==> config.mk <==
export PLATFORM = sky130hd
export DESIGN_NAME = famipad_reader
export DESIGN_NICKNAME = d
export VERILOG_FILES = /design/src/rtl/famipad_pkg.sv /design/src/rtl/famipad_tick_gen.sv /design/src/rtl/famipad_reader.sv
export SDC_FILE = /design/constraint.sdc
export NUM_CORES = 1
export LEC_CHECK = 0
export BUFFER_PORTS_ARGS = -buffer_cell sky130_fd_sc_hd__clkbuf_2
export CORE_UTILIZATION = 50
export CTS_BUF_LIST = sky130_fd_sc_hd__clkbuf_4
export DETAILED_ROUTE_END_ITERATION = 10
export GPL_ROUTABILITY_DRIVEN = 0
export HOLD_SLACK_MARGIN = 0.08
export PLACE_DENSITY = 0.69
export SLEW_MARGIN = 20
export SYNTH_ARGS = -nofsm -noshare
export SYNTH_HDL_FRONTEND = slang
export SYNTH_SLANG_ARGS = --single-unit
==> constraint.sdc <==
create_clock -name CLOCK_50 -period 5.1 [get_ports CLOCK_50]
set_input_delay 0.51 -clock CLOCK_50 [delete_from_list [all_inputs] [get_ports CLOCK_50]]
set_output_delay 0.51 -clock CLOCK_50 [all_outputs]
set_load 0.01 [all_outputs]
==> src/rtl/famipad_pkg.sv <==
// Shared types and constants for the Famiclone/NES serial gamepad reader.
// The FAMIPAD_FILTER_EN glitch filter is configured in famipad_reader.
package famipad_pkg;

  typedef enum logic [2:0] {
    IDLE  = 3'd0,
    LATCH = 3'd1,
    LOW   = 3'd2,
    HIGH  = 3'd3,
    DONE  = 3'd4
  } state_t;

  localparam int LATCH_TICKS = 2;
  localparam int NBITS       = 8;

  // Released buttons read high, so an absent pad and the reset value agree.
  localparam logic [NBITS-1:0] PAD_IDLE = 8'hFF;

endpackage

==> src/rtl/famipad_tick_gen.sv <==
// Free-running divider: one-cycle tick strobe every TICK_DIV clocks.
module famipad_tick_gen #(
  parameter int TICK_DIV = 300
) (
  input  logic clk,
  input  logic rst_n,
  output logic tick
);

  localparam int CW = (TICK_DIV > 1) ? $clog2(TICK_DIV) : 1;
  localparam logic [CW-1:0] LAST = CW'(TICK_DIV - 1);

  logic [CW-1:0] cnt;

  always_ff @(posedge clk or negedge rst_n) begin
    if (!rst_n) begin
      cnt <= '0;
    end else if (cnt == LAST) begin
      cnt <= '0;
    end else begin
      cnt <= cnt + 1'b1;
    end
  end

  assign tick = (cnt == LAST);

endmodule

==> src/rtl/famipad_reader.sv <==
// Initiator for the NES serial pad: drives LATCH/PULSE, shifts in 8 bits, publishes via ready/ack.
// Optional FAMIPAD_FILTER_EN: publish only when two consecutive frames agree.
module famipad_reader
  import famipad_pkg::*;
#(
  parameter int TICK_DIV   = 300,
  parameter int POLL_TICKS = 2778
) (
  input  logic             CLOCK_50,
  input  logic             reset_n,
  input  logic             enable,
  input  logic             ser_data_in,
  output logic             ser_latch_out,
  output logic             ser_pulse_out,
  output logic [NBITS-1:0] pad_data,
  output logic             pad_ready,
  input  logic             pad_ack,
  output logic             pad_overrun,
  output logic             busy,
  output state_t           dbg_state
);

  // Handshake: pad_ready is a level that stays high until a pad_ack strobe is seen while
  // it is high; a publish in the same cycle as pad_ack wins and leaves pad_ready set.

  localparam int PW  = (POLL_TICKS > 1) ? $clog2(POLL_TICKS) : 1;
  localparam int LCW = (LATCH_TICKS > 1) ? $clog2(LATCH_TICKS) : 1;
  localparam int BW  = (NBITS > 1) ? $clog2(NBITS) : 1;

  localparam logic [PW-1:0]  POLL_RELOAD = PW'(POLL_TICKS - 1);
  localparam logic [LCW-1:0] LATCH_LAST  = LCW'(LATCH_TICKS - 1);
  localparam logic [BW-1:0]  BIT_LAST    = BW'(NBITS - 1);

  logic tick;

  famipad_tick_gen #(
    .TICK_DIV (TICK_DIV)
  ) u_tick_gen (
    .clk   (CLOCK_50),
    .rst_n (reset_n),
    .tick  (tick)
  );

  // Pad line is asynchronous to CLOCK_50; idles high like the pull-up.
  logic data_s1, data_sync;

  always_ff @(posedge CLOCK_50 or negedge reset_n) begin
    if (!reset_n) begin
      data_s1   <= 1'b1;
      data_sync <= 1'b1;
    end else begin
      data_s1   <= ser_data_in;
      data_sync <= data_s1;
    end
  end

  state_t           state, state_nxt;
  logic [PW-1:0]    poll_cnt, poll_nxt;
  logic [LCW-1:0]   latch_cnt, latch_cnt_nxt;
  logic [BW-1:0]    bit_idx, bit_idx_nxt;
  logic [NBITS-1:0] shreg, shreg_nxt;
  logic             publish;
  logic             publish_ok;

  always_ff @(posedge CLOCK_50 or negedge reset_n) begin
    if (!reset_n) begin
      state     <= IDLE;
      poll_cnt  <= '0;
      latch_cnt <= '0;
      bit_idx   <= '0;
      shreg     <= PAD_IDLE;
    end else begin
      state     <= state_nxt;
      poll_cnt  <= poll_nxt;
      latch_cnt <= latch_cnt_nxt;
      bit_idx   <= bit_idx_nxt;
      shreg     <= shreg_nxt;
    end
  end

  always_comb begin
    state_nxt     = state;
    poll_nxt      = poll_cnt;
    latch_cnt_nxt = latch_cnt;
    bit_idx_nxt   = bit_idx;
    shreg_nxt     = shreg;
    publish       = 1'b0;
    case (state)
      IDLE: begin
        if (tick) begin
          if (poll_cnt != '0) begin
            poll_nxt = poll_cnt - 1'b1;
          end else if (enable) begin
            state_nxt     = LATCH;
            latch_cnt_nxt = '0;
          end
        end
      end
      LATCH: begin
        if (tick) begin
          if (latch_cnt == LATCH_LAST) begin
            state_nxt   = LOW;
            bit_idx_nxt = '0;
          end else begin
            latch_cnt_nxt = latch_cnt + 1'b1;
          end
        end
      end
      LOW: begin
        // The pad has held this bit since LATCH fell or the previous PULSE rose.
        if (tick) begin
          shreg_nxt = {shreg[NBITS-2:0], data_sync};
          state_nxt = (bit_idx == BIT_LAST) ? DONE : HIGH;
        end
      end
      HIGH: begin
        if (tick) begin
          bit_idx_nxt = bit_idx + 1'b1;
          state_nxt   = LOW;
        end
      end
      DONE: begin
        publish   = 1'b1;
        poll_nxt  = POLL_RELOAD;
        state_nxt = IDLE;
      end
      default: begin
        state_nxt = IDLE;
      end
    endcase
  end

  // Lines are registered from the next state so GPIO never sees decode glitches.
  always_ff @(posedge CLOCK_50 or negedge reset_n) begin
    if (!reset_n) begin
      ser_latch_out <= 1'b0;
      ser_pulse_out <= 1'b0;
      busy          <= 1'b0;
    end else begin
      ser_latch_out <= (state_nxt == LATCH);
      ser_pulse_out <= (state_nxt == HIGH);
      busy          <= (state_nxt == LATCH) || (state_nxt == LOW) || (state_nxt == HIGH);
    end
  end

`ifdef FAMIPAD_FILTER_EN
  logic [NBITS-1:0] cand;

  always_ff @(posedge CLOCK_50 or negedge reset_n) begin
    if (!reset_n) begin
      cand <= PAD_IDLE;
    end else if (publish) begin
      cand <= shreg;
    end
  end

  assign publish_ok = (shreg == cand);
`else
  assign publish_ok = 1'b1;
`endif

  always_ff @(posedge CLOCK_50 or negedge reset_n) begin
    if (!reset_n) begin
      pad_data    <= PAD_IDLE;
      pad_ready   <= 1'b0;
      pad_overrun <= 1'b0;
    end else if (publish && publish_ok) begin
      pad_data    <= shreg;
      pad_ready   <= 1'b1;
      pad_overrun <= pad_ack ? 1'b0 : (pad_overrun | pad_ready);
    end else if (pad_ack && pad_ready) begin
      pad_ready   <= 1'b0;
      pad_overrun <= 1'b0;
    end
  end

  assign dbg_state = state;

endmodule

==> metrics.md <==
| Metric | Value |
|---|---|
| Synthesized Nets | `229` |
| Met3 WL | `172 um` |
| Largest family of logic cells by synthesized area | `simple AND/OR/NAND/NOR gates` |
| Reg power frac | `62.7%` |
| Multiplexer area fraction after synthesis | `approximately 5.8%` |
| Area of the multi-input gates | `just over 0.001 sq mm` |
| P per Cell Area | `249 mW/mm^2` |
| NumNets Final | `248` |
| Largest net degree at the start of global routing | `52` |
| Pre-antenna DRT Iters | `4` |
| Final Skew | `0.00673 ns` |
| Sw Share | `around a fifth` |
| WL met2 | `about 1900 um` |
| Slew Viols, Final | `0` |
| Total grt overflow | `0` |
| Fraction of registers with async set/reset | `100%` |
| ANT cells | `0` |
| Post-synth top flop | `dfrtp_1` |
| Clock Power Share | `between 30% and 40%` |
| Row Count | `24` |
| Drt wl/cell | `14.4 um` |
| Synth Cell Area | `0.00242 sq mm` |
| XOR/XNOR share of the synthesized area | `between 2 and 3%` |
| DIE AREA | `~0.0051 sq mm` |
| CP startpoint kind | `flop` |
| Post-DP HPWL | `2840 um` |
| Post-CTS Setup Bufs | `0` |
| Fillers | `approximately 400` |
| Share of layout cells above drive strength 1 | `27.6%` |
| Register area | `0.00130 sq mm` |
| Combinational power share | `about 1.5%` |
| Relative slew slack | `47.8%` |
| Final WL | `4190 um` |
| Dpl cells | `283` |
| Max Fanout on Critical Path | `18` |
| Peak VDD IR | `0.000147 V` |
| Vias after detailed routing | `1688` |
| DRC violation count after routing | `0` |
| IO Count | `21` |
| Internal power | `512 uW` |
| Die X | `71.6 um` |
| Clock Latency Late Sink | `0.37 ns` |
| Most frequent cells in the layout | `nand2_1, dfrtp_1, clkbuf_2` |
| First-pass GRT wire length | `7320 um` |
| Sequential-to-total area share from yosys stat | `53.6%` |
| CP Capture Type | `flop` |
| TNS Setup | `0 ns` |
| DRT iter0 DRCs | `203` |
| Measured slew at the worst slew-check pin | `0.777 ns` |
| Max Fclk | `471 MHz` |
| Compound-Gate Fraction of Synth Area | `8.52%` |
| Ys Warns | `0` |
| Clk sinks | `51` |
| Final hold vios | `0` |
| RSZ-0062 raised after global routing | `no` |
| Initial antenna violation count | `0` |
| Min-delay worst type | `primary input to flop` |
| Switch Pwr | `137 uW` |
| Pwr Total | `roughly 650 uW` |
| Die H | `71.6 um` |
| Reg clk slew, reported paths | `roughly 0.14 ns` |
| Met1 WL | `2020 um` |
| Crit path kind | `flop to flop` |
| Post_cts resized | `0` |
| Hold buffer count at cts | `0` |
| CTS buffer count | `5` |
| Cell count after synthesis | `between 200 and 250` |
| H-tree level count | `2` |
| PortBufs | `20` |
| Distinct cells, synth | `49` |
| Critical Path AT | `2.40 ns` |
| Initial Util | `around 54%` |
| Post-Synth Adder-Cell Area | `2.58%` |
| Post-synth EDFFs | `0` |
| Layout area overhead | `7.70%` |
| Max Root-Sink Buffers | `2` |
| Outcome | `completed` |
| Final period util | `41.6%` |
| DR vias/cell | `5.80` |
| Root Buffer | `clkbuf_4` |
| Setup violators final | `0` |
| Final std cells w/o fill | `between 200 and 300` |
| Max Cap Violations | `0` |
| Total track usage | `18.2%` |
| Flops & latches, synth | `51` |
| Vias in the first global route | `1616` |
| CP required | `between 5 and 6 ns` |
| Crit path time final | `2.12 ns` |
| Core Region | `0.00450 sq mm` |
| ANT nets after route | `0` |
| Post-Synth Simple-Gate Area | `22.8%` |
| Highest metal used | `met4` |
| Cell leakage power | `0.00120 uW` |
| CTS tree | `done` |
| Post-Syn Area per Cell | `11.1 sq um` |
final cells by class:
type                       instances  share of cell area, %
timing repair buffer              22                   4.41
inverter                           7                   1.01
sequential                        51                   49.8
clock inverter                     3                   1.68
clock buffer                       5                   1.44
tap                               52                   2.49
multi-input combinational        151                   39.2
stage by stage:
| step | util, % | area [sq um] | setup slack, ns | hold slack, ns |
|---|---|---|---|---|
| after floorplan | - | 2420 | 3.37 | 0.214 |
| after global placement | 56.1 | 2530 | 3.10 | 0.347 |
| after detailed placement | 56.1 | 2530 | 3.03 | 0.349 |
| after CTS | 57.9 | 2610 | 2.99 | 0.194 |
| after global routing | 57.9 | 2610 | 2.83 | 0.180 |
| final | 57.9 | 2610 | 2.98 | 0.200 |
synthesized netlist by cell type, types with 3 or more instances:
| master | n | area (sq um) |
|---|---|---|
| and3_1 | 6 | 37.5 |
| dfstp_2 | 18 | 473 |
| o31ai_1 | 3 | 22.5 |
| mux2_2 | 8 | 90.1 |
| dfrtp_1 | 33 | 826 |
| or4_1 | 3 | 22.5 |
| mux2i_1 | 5 | 50.1 |
| nor4_1 | 3 | 18.8 |
| buf_6 | 4 | 45.0 |
| nor2_1 | 11 | 41.3 |
| nor3b_1 | 4 | 30.0 |
| nor3_1 | 5 | 25.0 |
| a31oi_1 | 3 | 18.8 |
| and2_1 | 4 | 25.0 |
| xor2_1 | 3 | 26.3 |
| inv_1 | 7 | 26.3 |
| buf_2 | 3 | 15.0 |
| nand3_1 | 10 | 50.1 |
| o211ai_1 | 3 | 22.5 |
| xnor2_1 | 4 | 35.0 |
| ha_1 | 5 | 62.6 |
| nand2_1 | 33 | 124 |
| or3_1 | 4 | 25.0 |
| nand4_1 | 3 | 18.8 |
| o21ai_0 | 5 | 25.0 |
power groups by stage:
stage          Clock [uW]  Combinational (uW)  Sequential [uW]
2_1_floorplan           0              0.0206              414
3_3_place_gp            0                10.1              414
3_5_place_dp            0                10.3              414
4_1_cts               239                10.3              407
5_1_grt               251                11.4              407
6_report              233                9.57              407
logic make-up (layout without fill, tap and decap cells):
family                   after synthesis  count (layout)
flip-flops                            51              51
multiplexers                          13              13
AO/OA/AOI/OAI                         28              28
adder cells (fa/ha/maj)                5               5
buffers and inverters                 17              37
AND/OR/NAND/NOR                       98              98
XOR/XNOR                               7               7
final timing paths:
kind	start	endpoint	slack, ns	cells past startpoint
max reg2reg	poll_cnt[4]$_DFFE_PN0P_	latch_cnt$_DFFE_PN0P_	2.98	4
max	poll_cnt[4]$_DFFE_PN0P_	latch_cnt$_DFFE_PN0P_	2.98	4
max in group asynchronous	reset_n	poll_cnt[1]$_DFFE_PN0P_	4.45	2
min	ser_data_in	data_s1$_DFF_PN1_	0.20	1
min reg2reg	data_s1$_DFF_PN1_	data_sync$_DFF_PN1_	0.37	0
min in group asynchronous	reset_n	u_tick_gen.cnt[2]$_DFF_PN0_	0.22	2
flip-flops by register name, summed over array words and instances (netlist names), 3 cells and up:
signal          cells
dbg_state           3
poll_cnt           12
u_tick_gen.cnt      9
pad_data            8
bit_idx             3
shreg               8
routing by layer:
metal  global-route usage (%)  vias to the layer above
met3                     3.80                        5
met2                     29.4                       38
met1                     24.7                      827
met5                        0                        -
met4                     5.88                        0
li1                         -                      818
worst max-delay path, stage by stage, from the launching register on:
cell     delay (ns)
dfrtp_1        0.48
nor4_4         0.39
and4_1         0.64
nand4_1        0.25
a22o_1         0.28
(Power assumes the default switching activity.)
